==> config.mk <==
export PLATFORM = sky130hd
export DESIGN_NAME = j1_boot_loader_flat
export DESIGN_NICKNAME = d
export VERILOG_FILES = /design/src/rtl/j1_boot_loader_if.sv /design/src/rtl/j1_boot_loader.sv /design/src/flat_wrapper.sv
export SDC_FILE = /design/constraint.sdc
export NUM_CORES = 1
export LEC_CHECK = 0
export CORE_ASPECT_RATIO = 0.9
export CORE_MARGIN = 1
export CORE_UTILIZATION = 52
export CTS_CLUSTER_SIZE = 40
export DETAILED_ROUTE_END_ITERATION = 12
export PLACE_DENSITY = 0.8
export SETUP_SLACK_MARGIN = 0.05
export SLEW_MARGIN = 20
export SYNTH_ARGS = -nofsm -noshare
export SYNTH_HDL_FRONTEND = slang
export SYNTH_SLANG_ARGS = --single-unit
export TNS_END_PERCENT = 1
==> constraint.sdc <==
create_clock -name clk -period 4.1 [get_ports clk]
set_input_delay 1.23 -clock clk [delete_from_list [all_inputs] [get_ports clk]]
set_output_delay 1.23 -clock clk [all_outputs]
set_load 0.01 [all_outputs]
==> src/rtl/j1_boot_loader_if.sv <==
// Byte-stream, control and code-RAM write bundle for the j1 boot loader.
// master = host/link side, slave = boot loader.
interface j1_boot_loader_if #(
    parameter int ADDR_W = 13
);
    logic              s_valid;
    logic [7:0]        s_data;
    logic              s_ready;
    logic              reload;
    logic              cpu_resetq;
    logic              code_we;
    logic [ADDR_W-1:0] code_waddr;
    logic [15:0]       code_wdata;
    logic              busy;
    logic              error;
    logic [ADDR_W:0]   words_loaded;

    modport master (
        output s_valid, s_data, reload,
        input  s_ready, cpu_resetq, code_we, code_waddr,
        input  code_wdata, busy, error, words_loaded
    );

    modport slave (
        input  s_valid, s_data, reload,
        output s_ready, cpu_resetq, code_we, code_waddr,
        output code_wdata, busy, error, words_loaded
    );
endinterface

==> src/rtl/j1_boot_loader.sv <==
// j1 boot sequencer: receives LEN, N words and SUM as little-endian bytes,
// writes words to code RAM, verifies the checksum and releases the core.
module j1_boot_loader #(
    parameter int ADDR_W      = 13,
    parameter int MAX_WORDS   = 8192,
    parameter int HOLD_CYCLES = 4
) (
    input logic             clk,
    input logic             reset,
    j1_boot_loader_if.slave bus
);
    localparam int HW = (HOLD_CYCLES > 1) ? $clog2(HOLD_CYCLES) : 1;

    typedef enum logic [3:0] {
        S_LEN_LO,
        S_LEN_HI,
        S_DAT_LO,
        S_DAT_HI,
        S_SUM_LO,
        S_SUM_HI,
        S_HOLD,
        S_RUN,
        S_FAIL
    } state_t;

    state_t            state_q;
    logic [7:0]        lo_q;
    logic [15:0]       len_q;
    logic [15:0]       sum_q;
    logic [ADDR_W-1:0] addr_q;
    logic [ADDR_W:0]   words_q;
    logic              we_q;
    logic [15:0]       wdata_q;
    logic              resetq_q;
    logic [HW-1:0]     hold_q;

    logic [15:0]       word_d;
    logic [ADDR_W:0]   words_d;
    logic              last_d;
    logic              ready_d;

    // Word being completed by the current high byte, and next word count.
    assign word_d  = {bus.s_data, lo_q};
    assign words_d = words_q + 1'b1;
    assign last_d  = (32'(words_d) == 32'(len_q));

    // Byte-consuming states accept the stream.
    assign ready_d = (state_q == S_LEN_LO) || (state_q == S_LEN_HI) ||
                     (state_q == S_DAT_LO) || (state_q == S_DAT_HI) ||
                     (state_q == S_SUM_LO) || (state_q == S_SUM_HI);

    assign bus.s_ready      = ready_d;
    assign bus.busy         = (state_q != S_RUN) && (state_q != S_FAIL);
    assign bus.error        = (state_q == S_FAIL);
    assign bus.cpu_resetq   = resetq_q;
    assign bus.code_we      = we_q;
    assign bus.code_waddr   = addr_q;
    assign bus.code_wdata   = wdata_q;
    assign bus.words_loaded = words_q;

    // Load FSM: byte parsing, RAM writes, checksum, hold and core release.
    always_ff @(posedge clk or posedge reset) begin
        if (reset) begin
            state_q  <= S_LEN_LO;
            lo_q     <= '0;
            len_q    <= '0;
            sum_q    <= '0;
            addr_q   <= '0;
            words_q  <= '0;
            we_q     <= 1'b0;
            wdata_q  <= '0;
            resetq_q <= 1'b0;
            hold_q   <= '0;
        end else begin
            we_q <= 1'b0;
            if (we_q) begin
                addr_q <= addr_q + 1'b1;
            end
            unique case (state_q)
                S_LEN_LO: begin
                    if (bus.s_valid) begin
                        lo_q    <= bus.s_data;
                        state_q <= S_LEN_HI;
                    end
                end
                S_LEN_HI: begin
                    if (bus.s_valid) begin
                        len_q <= word_d;
                        if (word_d == 16'd0) begin
                            state_q <= S_SUM_LO;
                        end else if (32'(word_d) > MAX_WORDS) begin
                            state_q <= S_FAIL;
                        end else begin
                            state_q <= S_DAT_LO;
                        end
                    end
                end
                S_DAT_LO: begin
                    if (bus.s_valid) begin
                        lo_q    <= bus.s_data;
                        state_q <= S_DAT_HI;
                    end
                end
                S_DAT_HI: begin
                    if (bus.s_valid) begin
                        we_q    <= 1'b1;
                        wdata_q <= word_d;
                        words_q <= words_d;
                        sum_q   <= sum_q + word_d;
                        state_q <= last_d ? S_SUM_LO : S_DAT_LO;
                    end
                end
                S_SUM_LO: begin
                    if (bus.s_valid) begin
                        lo_q    <= bus.s_data;
                        state_q <= S_SUM_HI;
                    end
                end
                S_SUM_HI: begin
                    if (bus.s_valid) begin
                        if (word_d == sum_q) begin
                            hold_q  <= '0;
                            state_q <= S_HOLD;
                        end else begin
                            state_q <= S_FAIL;
                        end
                    end
                end
                S_HOLD: begin
                    if (hold_q == HW'(HOLD_CYCLES - 1)) begin
                        resetq_q <= 1'b1;
                        state_q  <= S_RUN;
                    end else begin
                        hold_q <= hold_q + 1'b1;
                    end
                end
                S_RUN, S_FAIL: begin
                    if (bus.reload) begin
                        resetq_q <= 1'b0;
                        addr_q   <= '0;
                        words_q  <= '0;
                        sum_q    <= '0;
                        state_q  <= S_LEN_LO;
                    end
                end
                default: begin
                    resetq_q <= 1'b0;
                    state_q  <= S_LEN_LO;
                end
            endcase
        end
    end
endmodule
==> src/flat_wrapper.sv <==
// flat-port wrapper written by rule: the top's interface ports become plain ports
module j1_boot_loader_flat 
#(
    parameter int ADDR_W      = 13,
    parameter int MAX_WORDS   = 8192,
    parameter int HOLD_CYCLES = 4
)
  (clk, reset, bus_s_valid, bus_s_data, bus_reload, bus_s_ready, bus_cpu_resetq, bus_code_we, bus_code_waddr, bus_code_wdata, bus_busy, bus_error, bus_words_loaded);
  j1_boot_loader_if #(.ADDR_W(ADDR_W)) bus_i ();
  input logic clk;
  input logic reset;
  input wire logic [$bits(bus_i.s_valid)-1:0] bus_s_valid;
  input wire logic [$bits(bus_i.s_data)-1:0] bus_s_data;
  input wire logic [$bits(bus_i.reload)-1:0] bus_reload;
  output wire logic [$bits(bus_i.s_ready)-1:0] bus_s_ready;
  output wire logic [$bits(bus_i.cpu_resetq)-1:0] bus_cpu_resetq;
  output wire logic [$bits(bus_i.code_we)-1:0] bus_code_we;
  output wire logic [$bits(bus_i.code_waddr)-1:0] bus_code_waddr;
  output wire logic [$bits(bus_i.code_wdata)-1:0] bus_code_wdata;
  output wire logic [$bits(bus_i.busy)-1:0] bus_busy;
  output wire logic [$bits(bus_i.error)-1:0] bus_error;
  output wire logic [$bits(bus_i.words_loaded)-1:0] bus_words_loaded;
  assign bus_i.s_valid = bus_s_valid;
  assign bus_i.s_data = bus_s_data;
  assign bus_i.reload = bus_reload;
  assign bus_s_ready = bus_i.s_ready;
  assign bus_cpu_resetq = bus_i.cpu_resetq;
  assign bus_code_we = bus_i.code_we;
  assign bus_code_waddr = bus_i.code_waddr;
  assign bus_code_wdata = bus_i.code_wdata;
  assign bus_busy = bus_i.busy;
  assign bus_error = bus_i.error;
  assign bus_words_loaded = bus_i.words_loaded;
  j1_boot_loader #(.ADDR_W(ADDR_W), .MAX_WORDS(MAX_WORDS), .HOLD_CYCLES(HOLD_CYCLES)) u_core (.clk(clk), .reset(reset), .bus(bus_i));
endmodule
==> results.txt, run 1 <==
- The run finished with clean final reports.
* Static Leakage: 2.674 nW
- The worst hold path passes through 2 cells.
* Fraction of the core area covered by cells at the end of the flow: 62.72%
* Post-route DRC: 0
- Once detailed placement completed, the half-perimeter wirelength came to 8613 um.
- The min-delay analysis places its worst path in the category flop to flop.
- The library cells used most frequently in the layout, excluding fill and tap cells, are 104 x sky130_fd_sc_hd__nand2_1, 91 x sky130_fd_sc_hd__dfrtp_1, 59 x sky130_fd_sc_hd__clkdlybuf4s50_1.
- Maximum single-stage delay on the critical path: 0.65 ns
- The worst register-to-register path ends at u_core.sum_q[12].
- Setup repair after global routing missed its margin: false
* I/O Buffers: 59
* Site Rows: 34
- Number of cells traversed by the worst register-to-register path: 9
- Final hold violations: 0
* Count of synthesis-stage warnings from yosys: 0
- Setup slack of the worst register-to-register path: 1.29 ns
- In this run, post-CTS hold repair placed 0 buffers.
- In the final routed layout, each cell accounts on average for 16.73 um.
* Flip-flop and latch count after synthesis: 91
* P per Cell Area: 705.0 nW/um^2
- Dividing the detail-routed via count by the number of cells gives 5.916.
* Peak ir drop on the vdd network: 0.0003901 V
- Largest area contributor in the netlist: sky130_fd_sc_hd__dfrtp_1
* Total power: 4.289 mW
* Maximum buffer depth of the clock tree: 2
- Summing the sequential cell areas from Yosys gives 43.80% of the chip area.
- STA puts the critical path data required time at 2.87 ns.
- The H-tree was split into 3 levels.
- Timing would allow up to 0.2980 GHz.
- Tmin final: 3.356 ns
- Clock-pin slew was measured on the worst setup and hold paths at 0.09 ns.
* Crit path kind: flop to output pin
- Routability-driven placement finished with a final weighted congestion of 0.8758.
- Clock latency reported for the late side of the worst-skew pair: 0.37 ns
- Die Y-Extent: 96.86 um
* Initial DRC count: 298
* Largest net degree at the start of global routing: 76
* Cells after Synth: 552
- Total inserted antenna cells: 0
* Data arrival at the endpoint of the critical path: 2.13 ns
* Worst path bufs/invs: 2
- Most common library cell in the layout ignoring fill and taps: sky130_fd_sc_hd__nand2_1
- Floorplan Core Area: 9699 sq um
- Placement-stage worst setup slack: 0.4582 ns
* Vias post-DR: 4319
- The via count of the first global-routing pass is 4293.
- DR pass1 iterations: 5
- In this run, distinct cell masters in the synthesized netlist total 65.
- After synthesis, the largest area contributor takes up 43.80% of total cell area.
* Worst-margin pin slew: 0.7875 ns
* Kind of cell adding the most delay to the critical path: flip-flops
- Average footprint of a synthesized cell: 9.418 sq um
- The final count of pins violating max slew is 0.
- Setup violations remaining at the end of the flow were counted as 0.
- Global routing usage summed across all routing layers: 25.61%
* Synth area leaders: sky130_fd_sc_hd__dfrtp_1 44%, sky130_fd_sc_hd__nand2_1 7.5%, sky130_fd_sc_hd__mux2_2 5.2%, sky130_fd_sc_hd__ha_1 4.3%, sky130_fd_sc_hd__xor2_1 4.0%
- Critical R2R Launch: u_core.lo_q[0]
- In this run, CTS created clock tree buffers numbering 9.
* Number of instances resized during post-cts repair: 0
- Setup Total Neg Slack: 0 ns
* Net count after synthesis: 583
- Cell area after synthesis: 5199 sq um
- Post-layout worst setup margin: 0.7442 ns
- The initial utilization of the core area, before any placement, comes to 53.60%.
- Ratio of cells with drive above 1 in the final layout: 10.26%
- On the critical path, the stage with the largest delay is an instance of sky130_fd_sc_hd__dfrtp_1.
- Setup crit start kind: flop
* Grt total ovfl: 0
* Post-route clock period utilization: 81.85%
* Number of synthesized flops with an enable pin: 0
- 60 I/O pins were placed.
- TritonCTS built the clock tree.
- The worst setup path is captured at an output pin.
- After detailed routing, the total wire length is 12210 um.
- Setup skew after layout: 0.01079 ns
- Initial antenna violation count: 0
- Most instantiated flip-flop cell in the synthesis netlist: sky130_fd_sc_hd__dfrtp_1
- Max Cap Violations: 0
- The first global-routing pass estimated 21090 um of wire.
* Overall die area: 10400 sq um
- Buffers added to address setup during post-CTS repair amount to 0.
- The signal on the critical path passes through nor2b_1 > a31o_2 > inv_2 > clkdlybuf4s50_1.
- The worst hold path terminates at u_core.bus.code_wdata[3].
* Highest net fanout along the worst path: 13
- Of all flip-flops after synthesis, the portion carrying an async set or reset was 100.0%.
- The detail route stage leaves a number of antenna-violating nets equal to 0.
- The clock drives 91 sinks.
- Cell at the root of the clock tree: sky130_fd_sc_hd__clkbuf_8
- In the final design database the tool counted 630 nets.
- Width of the die: 107.4 um
- In this run the tightest slew margin relative to its limit is 47.37%.
* Launch point of the worst hold path: u_core.bus.code_wdata[3]
* Layout overhead on the synthesized area: 17.02%
-- cell type report --
cell class                      count  area, sq um
Clock inverter                      7        87.58
Fill cell                         819         3616
Multi-Input combinational cell    424         2761
Sequential cell                    91         2277
Tap cell                          126        157.7
Timing Repair Buffer               64        640.6
Inverter                            9        35.03
Clock buffer                        9        123.9
-- routing by layer --
metal | vias to the layer above | global-route usage [%] | routed length, um
met5 | - | 0 | 0
met3 | 26 | 4.515 | 717
met4 | 0 | 8.641 | 223
met1 | 2089 | 36.08 | 5462
met2 | 165 | 39.90 | 5810
li1 | 2039 | - | -
-- cell families after synthesis --
family / count (synthesis) / synth area share, %
AND/OR/NAND/NOR: 225 / 21.47
adder cells (fa/ha/maj): 19 / 4.717
multiplexers: 30 / 6.402
buffers and inverters: 37 / 3.153
flip-flops: 91 / 43.80
AO/OA/AOI/OAI: 103 / 12.54
XOR/XNOR: 47 / 7.918
-- power breakdown --
| part | leakage (nW) | switching, mW | total, mW | internal (mW) |
|---|---|---|---|---|
| clock | 0.0988 | 0.348 | 0.639 | 0.291 |
| sequential | 1.15 | 0.397 | 1.65 | 1.25 |
| combinational | 1.42 | 1.01 | 2.01 | 0.998 |
-- how the worst max path moves through the flow --
| stage | start | to | depth (start not counted) |
|---|---|---|---|
| 3_5_place_dp | bus_s_data[0] | u_core.sum_q[15] | 9 |
| 2_1_floorplan | reset | u_core.bus.code_waddr[0] | 1 |
| 6_report | u_core.state_q[2] | bus_busy | 4 |
| 4_1_cts | u_core.state_q[2] | bus_busy | 4 |
| 3_3_place_gp | bus_s_data[0] | u_core.sum_q[15] | 9 |
| 5_1_grt | u_core.state_q[2] | bus_busy | 4 |
-- worst reg2reg max path: cells and delay by family, from the launching register on --
kind	cells	cell delay, ns
flip-flops	1	0.47
AND/OR/NAND/NOR	2	0.24
adder cells (fa/ha/maj)	2	0.67
AO/OA/AOI/OAI	5	1.36
-- registers in the layout (all words and copies together) (netlist names) --
signal	count
u_core.lo_q	8
u_core.sum_q	16
u_core.bus.cpu_resetq	1
u_core.bus.code_wdata	16
u_core.bus.code_waddr	13
u_core.state_q	4
u_core.len_q	16
u_core.bus.words_loaded	14
u_core.bus.code_we	1
u_core.hold_q	2
-- metrics by stage --
stage	instance area, sq um	cells	hold slack (ns)
2_1_floorplan	5199	552	0.4538
3_3_place_gp	5872	714	0.4588
3_5_place_dp	5872	714	0.4620
4_1_cts	6083	730	0.4854
5_1_grt	6083	730	0.5091
6_report	6083	730	0.4826
-- synth_stat cells (all sizes together), types with 3 or more instances --
cell type  count
a21o           4
nor2          39
o211ai         4
mux2i          4
nand4         10
o31ai          7
nor3           8
buf           13
a22o           5
ha            18
nand2        104
and3           8
inv            9
a21oi         21
and2           3
nor2b          6
a211oi         3
dfrtp         91
clkbuf        15
xnor2         23
nor3b          3
o21ai         39
nor4           9
xor2          24
mux2          26
nand3         19
or3            4
o21a           3
o22ai          3
Note: power is estimated with default switching activity, not from simulation.
==> inputs of run 2 (changes only) <==
==> constraint.sdc (replaced) <==
create_clock -name clk -period 3.3 [get_ports clk]
set_input_delay 0.99 -clock clk [delete_from_list [all_inputs] [get_ports clk]]
set_output_delay 0.99 -clock clk [all_outputs]
set_load 0.01 [all_outputs]
==> run 2 against run 1 <==
- final cell count is 1.8% higher
- sequential share of layout area is 0.58 points lower
- first-iteration DRC count shrank 36%
- clock skew grew 0.0066 ns
- routed wire length is 1.2% lower
- clock power is 17% higher
- critical endpoint unchanged
- utilization increased by 0.99 points
- die area is the same
- non-clock buffer count up 13
- hold slack improved by 0.0041 ns
==> results.txt, run 2 (synthesized netlist as in run 1, its figures left out) <==
- Routability-driven placement finished with a final weighted congestion of 0.9385.
* Initial antenna violation count: 0
* Setup slack of the worst register-to-register path: 0.50 ns
- Initial DRC count: 191
- In the finished design, the share of the clock period the worst path needs comes to 94.44%.
- Once the clock tree was built, the setup fixing pass inserted 0 buffers.
- The filler cells instantiated in the layout total 836.
- The total overflow left after global routing is 0.
* Detailed-route wire length per cell: 16.24 um
- Vias post-DR: 4305
- The slowest stage of the critical path is the sky130_fd_sc_hd__dfrtp_1 cell.
- STA classifies the critical path startpoint as a flop.
* Width of the die: 107.4 um
- For the pin with the worst max-slew slack, the measured transition is 0.6927 ns.
- I/O Buffers: 59
* Setup violation total in the final timing report: 0
- In this design, the stage delay of the slowest critical-path cell is 0.63 ns.
- Counting along the longest clock path gives a buffer depth of 2.
* H-Tree Depth: 3
- The worst setup path is captured at an output pin.
- Power spread over the standard cell area amounts to 855.5 nW/um^2.
- Slew Viols, Final: 0
- Tracing the worst setup path back leads to its startpoint at u_core.state_q[2].
* Required arrival time at the worst endpoint: 2.31 ns
- Leaving out fill and tap cells, the most frequent cells in the layout are 104 x sky130_fd_sc_hd__nand2_1, 91 x sky130_fd_sc_hd__dfrtp_1, 59 x sky130_fd_sc_hd__clkdlybuf4s50_1.
* Largest net degree at the start of global routing: 34
* Crit path kind: flop to output pin
- The die covers 10400 sq um.
* Placed instance area: 5984 sq um
* Clk slew on worst S/H paths: 0.10 ns
- Critical R2R Launch: u_core.lo_q[0]
* TritonCTS clock tree: yes
- At the worst endpoint, the arrival time is 2.13 ns.
- Number of cells traversed by the worst register-to-register path: 9
- Layout Cell Area excl Fill: 6180 sq um
- Site Rows: 34
- The count of endpoints failing hold in the final timing report came to 0.
* Ratio of cells with drive above 1 in the final layout: 12.16%
* Half-perimeter wire length after placement: 8749 um
- Die Y-Extent: 96.86 um
* Total inserted antenna cells: 0
- Leaving out fill and tap cells, the most frequent cell in the layout is sky130_fd_sc_hd__nand2_1.
* Peak ir drop on the vdd network: 0.0004800 V
- Along the worst path, the maximum fanout reaches 13.
- In this run the standard cell core region covers 9699 sq um.
- Dividing the detail-routed via count by the number of cells gives 5.794.
* Placed Cells: 727
- After the last flow step, the layout net total stands at 643.
- Clock latency on the worst-skew pair, taken at its later pin, is 0.37 ns.
- Total CTS buffers: 9
* CP Cell Sequence: nor2b_1 > a31o_2 > inv_2 > clkdlybuf4s50_1
- Cell at the root of the clock tree: sky130_fd_sc_hd__clkbuf_8
- Relative max-transition margin: 53.71%
* Number of instances resized during post-cts repair: 0
- The worst hold path belongs to the class flop to flop.
* Fmax: 0.3209 GHz
- I/O Pins: 60
- Post-route DRC: 0
- Number of clock sinks: 91
- Setup skew after layout: 0.01738 ns
- Summed over all cells, the static leakage comes to 2.729 nW.
* Setup Total Neg Slack: 0 ns
- Worst r2r dst: u_core.sum_q[12]
* Effective utilization at floorplan: 53.60%
- Relative to the synthesized area, the layout overhead comes to 18.87%.
* Vias in the first global route: 4147
- The first detailed-routing pass ran for 4 iterations.
- Setup repair after global routing missed its margin: false
- Max Cap Violations: 0
- Number of nets with antenna violations after detailed routing: 0
* Post-route worst hold slack: 0.4867 ns
* Post-detailed-routing wire length: 12060 um
- Global routing used 24.74% of the available tracks across all layers.
- The flow ran to the end, and the final reports show no timing, DRC or antenna violations.
- After clock tree synthesis, the flow added hold-fix buffers numbering 0.
* Tmin final: 3.117 ns
* Worst setup endpoint: bus_busy
* First-pass GRT wire length: 20330 um
- Excluding fillers, the count of instances in the completed layout stands at 743.
[run 2: worst min path at each step]
stage / startpoint / end / slack [ns] / depth (start not counted)
finish: u_core.bus.code_wdata[7] / u_core.bus.code_wdata[7] / 0.49 / 2
floorplan: u_core.hold_q[1] / u_core.hold_q[1] / 0.45 / 2
global placement: u_core.bus.code_wdata[3] / u_core.bus.code_wdata[3] / 0.46 / 2
CTS: u_core.bus.code_wdata[0] / u_core.bus.code_wdata[0] / 0.49 / 2
detailed placement: u_core.bus.code_wdata[0] / u_core.bus.code_wdata[0] / 0.47 / 2
global route: u_core.bus.code_wdata[0] / u_core.bus.code_wdata[0] / 0.51 / 2
[run 2: worst max-delay path, delay by kind of cell, from the launching register on]
kind	cells	cell delay (ns)
AOI/OAI and AO/OA	1	0.25
buffers and inverters	2	0.53
DFF	1	0.63
and+or+nand+nor	1	0.37
[run 2: through the flow]
stage	util (%)	power (mW)	setup WS, ns
after detailed placement	61.70	4.538	-0.05612
after global routing	63.71	5.676	0.06045
final	63.71	5.287	0.1835
after floorplan	-	3.648	0.6074
after global placement	61.70	4.426	0.1222
after CTS	63.71	5.298	0.1941
[run 2: power by group]
group          total (mW)  internal (mW)  switching, mW
clock               0.746          0.295          0.451
combinational        2.51           1.28           1.23
sequential           2.03           1.55          0.482
[run 2: final cells by class]
class	instances	area [sq um]	share of cell area, %
flip-flops and latches	91	2277	36.85
well taps	126	157.7	2.551
clock buffers	9	123.9	2.004
multi-input cells	424	2761	44.69
inverters	9	37.54	0.6074
clock inverters	7	71.32	1.154
repair buffers	77	750.7	12.15
[run 2: routing by layer]
layer  share of wire (%)  track usage [%]  vias up  wire [um]
li1                    -                -     2055          -
met1                  45            33.58     2103       5404
met2                  49            41.19      129       5856
met3                 5.2            3.369       18        623
met4                 1.5            7.271        0        180
met5                   0                0        -          0
